`config.mk`:
```
export PLATFORM = sky130hd
export DESIGN_NAME = vscale_htif_pcr_arbiter_flat
export DESIGN_NICKNAME = d
export VERILOG_FILES = /design/src/rtl/vscale_htif_pcr_arbiter_pkg.sv /design/src/rtl/vscale_htif_pcr_arbiter_if.sv /design/src/rtl/vscale_rr_pick.sv /design/src/rtl/vscale_htif_pcr_arbiter.sv /design/src/flat_wrapper.sv
export SDC_FILE = /design/constraint.sdc
export NUM_CORES = 1
export LEC_CHECK = 0
export BUFFER_PORTS_ARGS = -buffer_cell sky130_fd_sc_hd__buf_2
export CORE_AREA = 2 2 144 146
export DETAILED_ROUTE_END_ITERATION = 8
export DIE_AREA = 0 0 146 148
export SLEW_MARGIN = 20
export SYNTH_ARGS = -nofsm -noshare
export SYNTH_HDL_FRONTEND = slang
export SYNTH_SLANG_ARGS = --single-unit
```
`constraint.sdc`:
```
create_clock -name clk -period 1.65 [get_ports clk]
set_input_delay 0.2475 -clock clk [delete_from_list [all_inputs] [get_ports clk]]
set_output_delay 0.2475 -clock clk [all_outputs]
set_load 0.01 [all_outputs]
```
`src/rtl/vscale_htif_pcr_arbiter_pkg.sv`:
```
// Shared widths, state encoding and the hold-register layout for the HTIF PCR arbiter.
package vscale_htif_pcr_arbiter_pkg;

    localparam int CSR_ADDR_WIDTH = 12;
    localparam int HTIF_PCR_WIDTH = 64;

    typedef enum logic [1:0] {
        S_IDLE    = 2'd0,
        S_ISSUE   = 2'd1,
        S_WAIT    = 2'd2,
        S_DELIVER = 2'd3
    } arb_state_t;

    typedef struct packed {
        logic                      rw;
        logic [CSR_ADDR_WIDTH-1:0] addr;
        logic [HTIF_PCR_WIDTH-1:0] data;
    } pcr_req_t;

    // (base + step) mod n, valid while base < n and step <= n.
    function automatic int wrap_add(input int base, input int step, input int n);
        int sum;
        sum = base + step;
        return (sum >= n) ? sum - n : sum;
    endfunction

endpackage

```
`src/rtl/vscale_htif_pcr_arbiter_if.sv`:
```
// Requester-side and CSR-side handshake bundle of the HTIF PCR arbiter.
// master: the arbiter itself; slave: the requesters together with the CSR file.
interface vscale_htif_pcr_arbiter_if #(
    parameter int N_REQ = 2
);
    import vscale_htif_pcr_arbiter_pkg::*;

    logic [N_REQ-1:0]                req_valid;
    logic [N_REQ-1:0]                req_ready;
    logic [N_REQ-1:0]                req_rw;
    logic [N_REQ*CSR_ADDR_WIDTH-1:0] req_addr;
    logic [N_REQ*HTIF_PCR_WIDTH-1:0] req_data;
    logic [N_REQ-1:0]                resp_valid;
    logic [N_REQ-1:0]                resp_ready;
    logic [HTIF_PCR_WIDTH-1:0]       resp_data;

    logic                            pcr_req_valid;
    logic                            pcr_req_ready;
    logic                            pcr_req_rw;
    logic [CSR_ADDR_WIDTH-1:0]       pcr_req_addr;
    logic [HTIF_PCR_WIDTH-1:0]       pcr_req_data;
    logic                            pcr_resp_valid;
    logic                            pcr_resp_ready;
    logic [HTIF_PCR_WIDTH-1:0]       pcr_resp_data;

    modport master (
        input  req_valid, req_rw, req_addr, req_data, resp_ready,
        input  pcr_req_ready, pcr_resp_valid, pcr_resp_data,
        output req_ready, resp_valid, resp_data,
        output pcr_req_valid, pcr_req_rw, pcr_req_addr, pcr_req_data, pcr_resp_ready
    );

    modport slave (
        output req_valid, req_rw, req_addr, req_data, resp_ready,
        output pcr_req_ready, pcr_resp_valid, pcr_resp_data,
        input  req_ready, resp_valid, resp_data,
        input  pcr_req_valid, pcr_req_rw, pcr_req_addr, pcr_req_data, pcr_resp_ready
    );

endinterface

```
`src/rtl/vscale_rr_pick.sv`:
```
// Combinational round-robin picker: first set bit of valid at or above ptr, wrapping modulo N_REQ.
module vscale_rr_pick
    import vscale_htif_pcr_arbiter_pkg::*;
#(
    parameter int N_REQ = 2,
    parameter int IDX_W = (N_REQ > 1) ? $clog2(N_REQ) : 1
) (
    input  logic [N_REQ-1:0] valid,
    input  logic [IDX_W-1:0] ptr,
    output logic             any,
    output logic [IDX_W-1:0] idx
);

    assign any = |valid;

    always_comb begin
        // NOTE: give every combinationally written variable a default first so no path infers a latch.
        idx = '0;
        // Walk from the farthest candidate back toward ptr so the nearest valid one wins.
        for (int k = N_REQ - 1; k >= 0; k--) begin
            if (valid[IDX_W'(wrap_add(int'(ptr), k, N_REQ))]) begin
                idx = IDX_W'(wrap_add(int'(ptr), k, N_REQ));
            end
        end
    end

endmodule

```
`src/rtl/vscale_htif_pcr_arbiter.sv`:
```
// Round-robin arbiter sharing the CSR file's single HTIF PCR channel among N_REQ requesters,
// with one transaction in flight: IDLE -> ISSUE -> WAIT -> DELIVER -> IDLE.
module vscale_htif_pcr_arbiter
    import vscale_htif_pcr_arbiter_pkg::*;
#(
    parameter int N_REQ = 2,
    parameter int IDX_W = (N_REQ > 1) ? $clog2(N_REQ) : 1
) (
    input  logic                      clk,
    input  logic                      reset,
    vscale_htif_pcr_arbiter_if.master bus,
    output logic                      busy
);

    arb_state_t                r_state;
    logic [IDX_W-1:0]          r_owner;
    logic [IDX_W-1:0]          r_rr_ptr;
    pcr_req_t                  r_hold;
    logic [HTIF_PCR_WIDTH-1:0] r_hold_resp;
    logic                      r_pcr_req_valid;
    logic                      r_pcr_resp_ready;
    logic                      r_busy;
    logic [N_REQ-1:0]          r_resp_valid;

    logic                      w_any;
    logic [IDX_W-1:0]          w_grant;
    logic [N_REQ-1:0]          w_grant_oh;
    logic [N_REQ-1:0]          w_owner_oh;
    pcr_req_t                  w_req_sel;

    vscale_rr_pick #(
        .N_REQ (N_REQ),
        .IDX_W (IDX_W)
    ) u_pick (
        .valid (bus.req_valid),
        .ptr   (r_rr_ptr),
        .any   (w_any),
        .idx   (w_grant)
    );

    assign w_grant_oh     = N_REQ'(1) << w_grant;
    assign w_owner_oh     = N_REQ'(1) << r_owner;
    assign w_req_sel.rw   = bus.req_rw[w_grant];
    assign w_req_sel.addr = bus.req_addr[w_grant * CSR_ADDR_WIDTH +: CSR_ADDR_WIDTH];
    assign w_req_sel.data = bus.req_data[w_grant * HTIF_PCR_WIDTH +: HTIF_PCR_WIDTH];

    always_ff @(posedge clk) begin
        // NOTE: sequential state uses non-blocking assignments so every register samples pre-edge values.
        if (reset) begin
            // NOTE: the hold registers are reset too, since pcr_req_* and resp_data must read zero out of reset.
            r_state          <= S_IDLE;
            r_owner          <= '0;
            r_rr_ptr         <= '0;
            r_hold           <= '0;
            r_hold_resp      <= '0;
            r_pcr_req_valid  <= 1'b0;
            r_pcr_resp_ready <= 1'b1;
            r_busy           <= 1'b0;
            r_resp_valid     <= '0;
        end else begin
            case (r_state)
                S_IDLE: begin
                    // A pcr_resp_valid seen here is stale and simply consumed.
                    if (w_any) begin
                        r_hold           <= w_req_sel;
                        r_owner          <= w_grant;
                        r_state          <= S_ISSUE;
                        r_pcr_req_valid  <= 1'b1;
                        r_pcr_resp_ready <= 1'b0;
                        r_busy           <= 1'b1;
                    end
                end
                S_ISSUE: begin
                    if (bus.pcr_req_ready) begin
                        r_state          <= S_WAIT;
                        r_pcr_req_valid  <= 1'b0;
                        r_pcr_resp_ready <= 1'b1;
                    end
                end
                S_WAIT: begin
                    if (bus.pcr_resp_valid) begin
                        r_hold_resp      <= bus.pcr_resp_data;
                        r_state          <= S_DELIVER;
                        r_pcr_resp_ready <= 1'b0;
                        r_resp_valid     <= w_owner_oh;
                    end
                end
                S_DELIVER: begin
                    // The pointer moves only on completion, so a persistent requester waits at most N_REQ turns.
                    if (bus.resp_ready[r_owner]) begin
                        r_rr_ptr         <= IDX_W'(wrap_add(int'(r_owner), 1, N_REQ));
                        r_state          <= S_IDLE;
                        r_resp_valid     <= '0;
                        r_pcr_resp_ready <= 1'b1;
                        r_busy           <= 1'b0;
                    end
                end
                default: r_state <= S_IDLE;
            endcase
        end
    end

    // Gated by reset so a request is never acknowledged on an edge that will not capture it.
    assign bus.req_ready      = (r_state == S_IDLE && w_any && !reset) ? w_grant_oh : '0;
    assign bus.resp_valid     = r_resp_valid;
    assign bus.resp_data      = r_hold_resp;
    assign bus.pcr_req_valid  = r_pcr_req_valid;
    assign bus.pcr_req_rw     = r_hold.rw;
    assign bus.pcr_req_addr   = r_hold.addr;
    assign bus.pcr_req_data   = r_hold.data;
    assign bus.pcr_resp_ready = r_pcr_resp_ready;
    assign busy               = r_busy;

endmodule

```
`src/flat_wrapper.sv`:
```
// flat-port wrapper written by rule: the top's interface ports become plain ports
module vscale_htif_pcr_arbiter_flat import vscale_htif_pcr_arbiter_pkg::*;
#(
    parameter int N_REQ = 2,
    parameter int IDX_W = (N_REQ > 1) ? $clog2(N_REQ) : 1
)
  (clk, reset, busy, bus_req_valid, bus_req_rw, bus_req_addr, bus_req_data, bus_resp_ready, bus_pcr_req_ready, bus_pcr_resp_valid, bus_pcr_resp_data, bus_req_ready, bus_resp_valid, bus_resp_data, bus_pcr_req_valid, bus_pcr_req_rw, bus_pcr_req_addr, bus_pcr_req_data, bus_pcr_resp_ready);
  vscale_htif_pcr_arbiter_if #(.N_REQ(N_REQ)) bus_i ();
  input  logic clk;
  input  logic reset;
  output logic busy;
  input wire logic [$bits(bus_i.req_valid)-1:0] bus_req_valid;
  input wire logic [$bits(bus_i.req_rw)-1:0] bus_req_rw;
  input wire logic [$bits(bus_i.req_addr)-1:0] bus_req_addr;
  input wire logic [$bits(bus_i.req_data)-1:0] bus_req_data;
  input wire logic [$bits(bus_i.resp_ready)-1:0] bus_resp_ready;
  input wire logic [$bits(bus_i.pcr_req_ready)-1:0] bus_pcr_req_ready;
  input wire logic [$bits(bus_i.pcr_resp_valid)-1:0] bus_pcr_resp_valid;
  input wire logic [$bits(bus_i.pcr_resp_data)-1:0] bus_pcr_resp_data;
  output wire logic [$bits(bus_i.req_ready)-1:0] bus_req_ready;
  output wire logic [$bits(bus_i.resp_valid)-1:0] bus_resp_valid;
  output wire logic [$bits(bus_i.resp_data)-1:0] bus_resp_data;
  output wire logic [$bits(bus_i.pcr_req_valid)-1:0] bus_pcr_req_valid;
  output wire logic [$bits(bus_i.pcr_req_rw)-1:0] bus_pcr_req_rw;
  output wire logic [$bits(bus_i.pcr_req_addr)-1:0] bus_pcr_req_addr;
  output wire logic [$bits(bus_i.pcr_req_data)-1:0] bus_pcr_req_data;
  output wire logic [$bits(bus_i.pcr_resp_ready)-1:0] bus_pcr_resp_ready;
  assign bus_i.req_valid = bus_req_valid;
  assign bus_i.req_rw = bus_req_rw;
  assign bus_i.req_addr = bus_req_addr;
  assign bus_i.req_data = bus_req_data;
  assign bus_i.resp_ready = bus_resp_ready;
  assign bus_i.pcr_req_ready = bus_pcr_req_ready;
  assign bus_i.pcr_resp_valid = bus_pcr_resp_valid;
  assign bus_i.pcr_resp_data = bus_pcr_resp_data;
  assign bus_req_ready = bus_i.req_ready;
  assign bus_resp_valid = bus_i.resp_valid;
  assign bus_resp_data = bus_i.resp_data;
  assign bus_pcr_req_valid = bus_i.pcr_req_valid;
  assign bus_pcr_req_rw = bus_i.pcr_req_rw;
  assign bus_pcr_req_addr = bus_i.pcr_req_addr;
  assign bus_pcr_req_data = bus_i.pcr_req_data;
  assign bus_pcr_resp_ready = bus_i.pcr_resp_ready;
  vscale_htif_pcr_arbiter #(.N_REQ(N_REQ), .IDX_W(IDX_W)) u_core (.clk(clk), .reset(reset), .bus(bus_i), .busy(busy));
endmodule
```
==> results of run 1 <==
## worst min-delay path: cells and delay by family
family                 cells  cell delay [ns]
buffers and inverters      2             0.12
AOI/OAI and AO/OA          1             0.07
## power by group through the flow
stage	Clock [mW]	Combinational, mW	Sequential [mW]
global route	4.18	4.67	4.94
finish	3.89	4.27	4.85
floorplan	0	1.73	5.23
detailed placement	0	3.88	4.90
CTS	4.02	4.06	4.84
global placement	0	3.86	4.90
## cells in the mapped netlist (all sizes together)
cell type | number | area (um2)
o21ai | 1 | 5.00
a2bb2oi | 2 | 23.8
nand3 | 2 | 10.0
and4 | 1 | 8.76
o211ai | 1 | 7.51
clkbuf | 26 | 97.6
nor2 | 8 | 32.5
nand2b | 4 | 25.0
a22oi | 1 | 7.51
mux2i | 1 | 10.0
mux2 | 2 | 22.5
a211oi | 1 | 7.51
a222oi | 77 | 771
nand2 | 136 | 510
or3b | 1 | 8.76
and2 | 1 | 6.26
inv | 81 | 304
a21o | 1 | 7.51
or2 | 1 | 6.26
nor3 | 1 | 5.00
buf | 20 | 105
ha | 5 | 62.6
nand4 | 1 | 6.26
a21oi | 72 | 368
dfxtp | 150 | 3000
a31o | 1 | 8.76
## metrics by stage
stage | worst slack [ns] | TNS [ns] | hold slack, ns | util (%)
CTS | -0.0181 | -0.0335 | 0.0288 | 42.1
global placement | 0.00478 | 0 | 0.438 | 38.7
detailed placement | -0.0418 | -0.309 | 0.442 | 38.7
floorplan | 0.00450 | 0 | 0.383 | -
global route | -0.0885 | -0.968 | 0.0356 | 43.0
finish | 0.00514 | 0 | 0.0544 | 43.0
## cell families after synthesis
| group | after synthesis |
|---|---|
| simple gates | 156 |
| compound gates | 157 |
| buf+inv | 127 |
| flops | 150 |
| fa+ha+maj | 5 |
| mux | 3 |
## flip-flops by register name, summed over array words and instances (netlist names)
signal / count
u_core.bus.pcr_req_addr: 12
u_core.bus.pcr_req_data: 64
u_core.bus.pcr_req_rw: 1
u_core.bus.pcr_req_valid: 1
u_core.bus.pcr_resp_ready: 1
u_core.bus.resp_data: 64
u_core.bus.resp_valid: 2
u_core.busy: 1
u_core.r_owner: 1
u_core.r_rr_ptr: 1
u_core.r_state: 2
## worst min path at each step
| stage | start | end |
|---|---|---|
| 6_report | bus_req_data[77] | u_core.bus.pcr_req_data[13] |
| 5_1_grt | bus_req_data[90] | u_core.bus.pcr_req_data[26] |
| 3_3_place_gp | u_core.bus.resp_data[33] | u_core.bus.resp_data[33] |
| 2_1_floorplan | bus_pcr_resp_data[0] | u_core.bus.resp_data[0] |
| 3_5_place_dp | u_core.bus.pcr_req_data[13] | u_core.bus.pcr_req_data[13] |
| 4_1_cts | bus_req_data[126] | u_core.bus.pcr_req_data[62] |
## metal layers
layer	GRT usage [%]	routed length, um	vias to the layer above
met1	19.0	7840	2726
met5	0	11	-
met3	6.30	1860	27
met2	29.8	9830	281
li1	-	-	2888
met4	6.31	391	2
## what timing repair did
item	CTS	global route
pin swaps	10	45
gates resized for setup	11	17
hold endpoints to repair	0	0
setup endpoints to repair	25	100
setup buffers	8	1
gates cloned	0	5
## cell type report
| class | instances | area, um2 | share of cell area (%) |
|---|---|---|---|
| Multi-Input combinational cell | 321 | 1970 | 22.8 |
| Sequential cell | 150 | 3010 | 34.8 |
| Clock inverter | 13 | 148 | 1.71 |
| Clock buffer | 19 | 443 | 5.14 |
| Antenna cell | 1 | 2.50 | 0.0290 |
| Tap cell | 270 | 338 | 3.92 |
| Timing Repair Buffer | 415 | 2410 | 28.0 |
| Inverter | 81 | 304 | 3.53 |
==> flow_summary.yaml, run 1 <==
worst_setup_path:
  crit_fanout: 3
  crit_path_start_kind: "flip-flop"
  crit_chain: "inv_2, ha_4, nand2b_4, a21oi_4, buf_12, buf_6"
  endpoint_kind: "primary output"
  crit_slowest_cell: "dfxtp_2"
  critPathLaunch: "u_core.r_state[0]"
  cp.arrival_ns: 1.40
  critical_path_buf_inv_count: 3
  r2r_start: "u_core.r_state[1]"
  cp-endpoint: "bus_req_ready[0]"
  required_ns: 1.40
  cpPeakStageDelay_ns: 0.32
  reg2reg_to: "u_core.bus.pcr_req_data[37]"
  r2r_slack_ns: 0.04
  path_delay_family: "flip-flops"
  critPathKind: "reg2out"
  worstSetupPathDepth: 6
  rr_worst_depth: 9
clock_tree:
  cts_made_buffers: 17
  path_clk_slew_ns: 0.06
  cts_sinks: 150
  cts_buffer_depth: 2
  cts_hold_buf: 0
  cts_tree: "yes"
  clk_latency_ns: 0.41
  htreeDepth: 4
  cts-root-buf: "clkbuf_16"
global_route:
  grt_pass1_vias: 5612
  grt_overflow_total: 0
  track_usage_pct: 17.0
  antenna_found_initial: 2
  grt_pass1_wl_um: 28900
  grt_max_degree: 54
cells_and_area:
  layout_commonest_cell: "buf_2"
  area_growth_pct: 58.8
  stdcell_count: 1270
  layout-drive-gt1-share_pct: 46.2
  fin_nets: 1217
  final_cell_mix: "buf_2, dfxtp_1, nand2_1, inv_1, a222oi_1"
  final_cell_area_mm2: 0.00862
  nFillCells: 2095
pwr:
  p_leak_nw: 4.58
  internal_power_mw: 8.76
  seqPwrFrac_pct: 37.3
  power.density_mw_per_mm2: 1510
  ir_drop_uv: 619
  p_clk_share_pct: 29.9
  comb_power_share_pct: 32.8
  p_sw_share_pct: 32.7
  p_sw_mw: 4.25
  power_mw: 13.0
synth:
  syn-cell-area_mm2: 0.00543
  synth.distinct_cells: 31
  yosysSeqAreaShare_pct: 55.3
  synth_top_family_by_area: "compound AO/OA/AOI/OAI gates"
  yosys.area_share.simple_pct: 11.4
  synthAdderAreaFrac_pct: 1.15
  muxShareOfSynthArea_pct: 0.599
  synth-seq-cells: 150
  yosys.area_share.xor_xnor_pct: 0
  avgSynthCellArea_um2: 9.08
  yosys_warnings: 0
  syn_inst: 598
  synth_compound_area_share_pct: 22.2
  syn_nets: 829
timing:
  drv_slew: 0
  post-route-min-period_ns: 1.64
  maxSlewHeadroom_pct: 68.0
  setup_viol: 0
  fmaxAchievable_mhz: 608
  rsz0062_at_grt: "true"
  tightest_slew_ns: 0.480
  final.period_utilization_pct: 99.7
  skew_ns: 0.0135
  final-hold-violation-count: 0
floorplan:
  core_mm2: 0.0200
  std_cell_rows: 52
  start_util_pct: 27.1
  fp.dieArea_mm2: 0.0216
  die_h_um: 148
  die_w_um: 146
  io_pins: 374
routing:
  dr_total_vias: 5924
  drt-pass1-iter-count: 9
  routedWlPerCell_um: 15.7
  viasPerCell: 4.66
  routed_wl_um: 19900
  drc: 0
  ant_nets: 0
  dr.first_iter.drc_count: 509
placed_design:
  place.gp.congestion: 0.821
  port-buffer-count: 373
  placedInstanceArea_mm2: 0.00775
  hpwl_um: 14600
  dp.cells: 1223
outcome:
  status: "finished clean"
worst_hold_path:
  hold_path_depth: 3
  hp-class: "in2reg"
flow_run:
  max_cap_viol_count: 0
Power figures use the tool's default switching activity.
==> run 2: changes to the inputs <==
--- a/config.mk
+++ b/config.mk
@@ -6,9 +6,12 @@
 export NUM_CORES = 1
 export LEC_CHECK = 0
 export BUFFER_PORTS_ARGS = -buffer_cell sky130_fd_sc_hd__buf_2
-export CORE_AREA = 2 2 144 146
+export CELL_PAD_IN_SITES_DETAIL_PLACEMENT = 0
+export CELL_PAD_IN_SITES_GLOBAL_PLACEMENT = 2
+export CORE_AREA = 2 2 173 175
 export DETAILED_ROUTE_END_ITERATION = 8
-export DIE_AREA = 0 0 146 148
+export DIE_AREA = 0 0 175 177
+export PLACE_DENSITY_LB_ADDON = 0.1
 export SLEW_MARGIN = 20
 export SYNTH_ARGS = -nofsm -noshare
 export SYNTH_HDL_FRONTEND = slang
==> run 2 against run 1 <==
Against the previous run:
- the run now ends with setup timing left
- hold slack got worse by 0.0068 ns
- clock-buffer cell count rose by 3
- final cell count rose by 9.8%
- sequential power fell by 1%
- non-clock buffer count is 7 higher
- via count decreased by 0.93%
==> flow_summary.yaml, run 2 (synthesized netlist as in run 1, its figures left out) <==
outcome:
  status: "finished, violations left"
  violations: "setup timing"
placed_design:
  port-buffer-count: 373
  place_ws_ns: -0.0532
  hpwl_um: 16200
  place.gp.congestion: 0.721
worst_hold_path:
  hp-class: "in2reg"
floorplan:
  die_w_um: 175
  io_pins: 374
  fp.dieArea_mm2: 0.0310
  core_mm2: 0.0292
  std_cell_rows: 63
  start_util_pct: 18.6
  die_h_um: 177
clock_tree:
  htreeDepth: 4
  cts-root-buf: "clkbuf_16"
  cts_made_buffers: 17
  path_clk_slew_ns: 0.06
  cts_tree: "yes"
  clk_latency_ns: 0.42
  cts_buffer_depth: 2
  cts_sinks: 150
  cts_hold_buf: 0
global_route:
  antenna_found_initial: 2
  grt_pass1_wl_um: 34700
  grt_overflow_total: 0
  track_usage_pct: 14.8
  grt_max_degree: 75
  grt_pass1_vias: 5704
cells_and_area:
  final_cell_mix: "buf_2, dfxtp_1, nand2_1, inv_1, a222oi_1"
  multi_input_area_mm2: 0.00199
  nFillCells: 3237
  area_growth_pct: 67.4
  layout-drive-gt1-share_pct: 46.6
  layout_commonest_cell: "buf_2"
  n_antenna_cell: 0
  fin_nets: 1224
  seq_area_mm2: 0.00301
worst_setup_path:
  reg2reg_to: "u_core.bus.pcr_req_addr[11]"
  r2r_start: "u_core.r_state[1]"
  rr_worst_depth: 9
  r2r_slack_ns: -0.05
  worst_path_most_repeated_cell: "buf_6"
  required_ns: 1.40
  crit_path_start_kind: "flip-flop"
  crit_slowest_cell: "dfxtp_2"
  crit_fanout: 3
  critPathKind: "reg2out"
  endpoint_kind: "primary output"
  cpPeakStageDelay_ns: 0.32
  cp-endpoint: "bus_req_ready[0]"
  crit_chain: "inv_2, ha_4, nand2b_4, buf_6, a21oi_4, buf_12, buf_6"
  critPathLaunch: "u_core.r_state[0]"
  cp.arrival_ns: 1.50
routing:
  drc: 0
  ant_nets: 0
  viasPerCell: 4.21
  drt-pass1-iter-count: 6
  routed_wl_um: 24100
  dr_total_vias: 5869
  dr.first_iter.drc_count: 425
  routedWlPerCell_um: 17.3
pwr:
  power_mw: 13.8
  ir_drop_uv: 568
  p_leak_nw: 4.72
  power.density_mw_per_mm2: 1510
timing:
  post-route-min-period_ns: 1.74
  tightest_slew_ns: 0.426
  worst_slack_ns: -0.0931
  maxSlewHeadroom_pct: 71.6
  drv_slew: 0
  final.period_utilization_pct: 106
  final-hold-violation-count: 0
  skew_ns: 0.00962
  rsz0062_at_grt: "true"
  fmaxAchievable_mhz: 574
  setup_viol: 43
  setup_tns_ns: -1.08
  finalHoldWorstSlack_ns: 0.0476
flow_run:
  max_cap_viol_count: 0
==> run 2: cell count changes in the layout (fill, tap and decap cells not counted), moves of 2 or more <==
cell and delta:
buf_16 +5, buf_6 -5, inv_6 -2, clkbuf_16 +2, clkinv_4 -3, clkbuf_8 +3
bufinv_16 +3, buf_12 +3
==> run 2: worst min path at each step <==
stage                                    start                     endpoint  slack, ns  cells after the start
CTS                           bus_req_data[61]  u_core.bus.pcr_req_data[61]       0.02                      3
floorplan                 bus_pcr_resp_data[0]      u_core.bus.resp_data[0]       0.38                      2
detailed placement  u_core.bus.pcr_req_data[2]   u_core.bus.pcr_req_data[2]       0.44                      2
global route                  bus_req_data[80]  u_core.bus.pcr_req_data[16]       0.03                      3
finish                       bus_req_data[120]  u_core.bus.pcr_req_data[56]       0.05                      3
global placement      u_core.bus.resp_data[18]     u_core.bus.resp_data[18]       0.44                      2
==> run 2: cell type report <==
class	instances	area share, %
Clock buffer	22	5.33
Clock inverter	8	1.87
Inverter	81	3.34
Multi-Input combinational cell	321	21.9
Sequential cell	150	33.1
Tap cell	390	5.37
Timing Repair Buffer	422	29.1
==> run 2: what timing repair did <==
| item | 4_1_cts | 5_1_grt |
|---|---|---|
| cloned | 6 | 6 |
| setup endpoints to repair | 31 | 141 |
| setup buffers | 10 | 0 |
| pin swaps | 41 | 12 |
| resized for setup | 23 | 11 |
==> run 2: metal layers <==
metal	global-route usage (%)	part of all wire, %	vias up
met3	5.30	8.2	14
met5	0	0.099	-
met4	3.65	0.82	4
li1	-	-	2904
met1	16.5	40	2708
met2	26.6	51	239
==> run 2: metrics by stage <==
stage / instance area [um2] / utilization, % / cells
CTS: 8890 / 30.4 / 1388
floorplan: 5430 / - / 598
detailed placement: 7920 / 27.1 / 1342
global placement: 7920 / 27.1 / 1342
finish: 9090 / 31.1 / 1394
global route: 9090 / 31.1 / 1394
==> run 2: power by group <==
| group | switching (mW) | internal (mW) |
|---|---|---|
| Combinational | 2.41 | 2.14 |
| Sequential | 0.373 | 4.42 |
| Clock | 1.59 | 2.83 |
| Total | 4.37 | 9.40 |
==> run 2: worst max-delay path: cells and delay by family, from the launching register on <==
family	cells	cell delay, ns
DFF	1	0.32
adders and majority gates	1	0.16
AOI/OAI and AO/OA	1	0.14
and+or+nand+nor	1	0.05
buffers and inverters	4	0.40
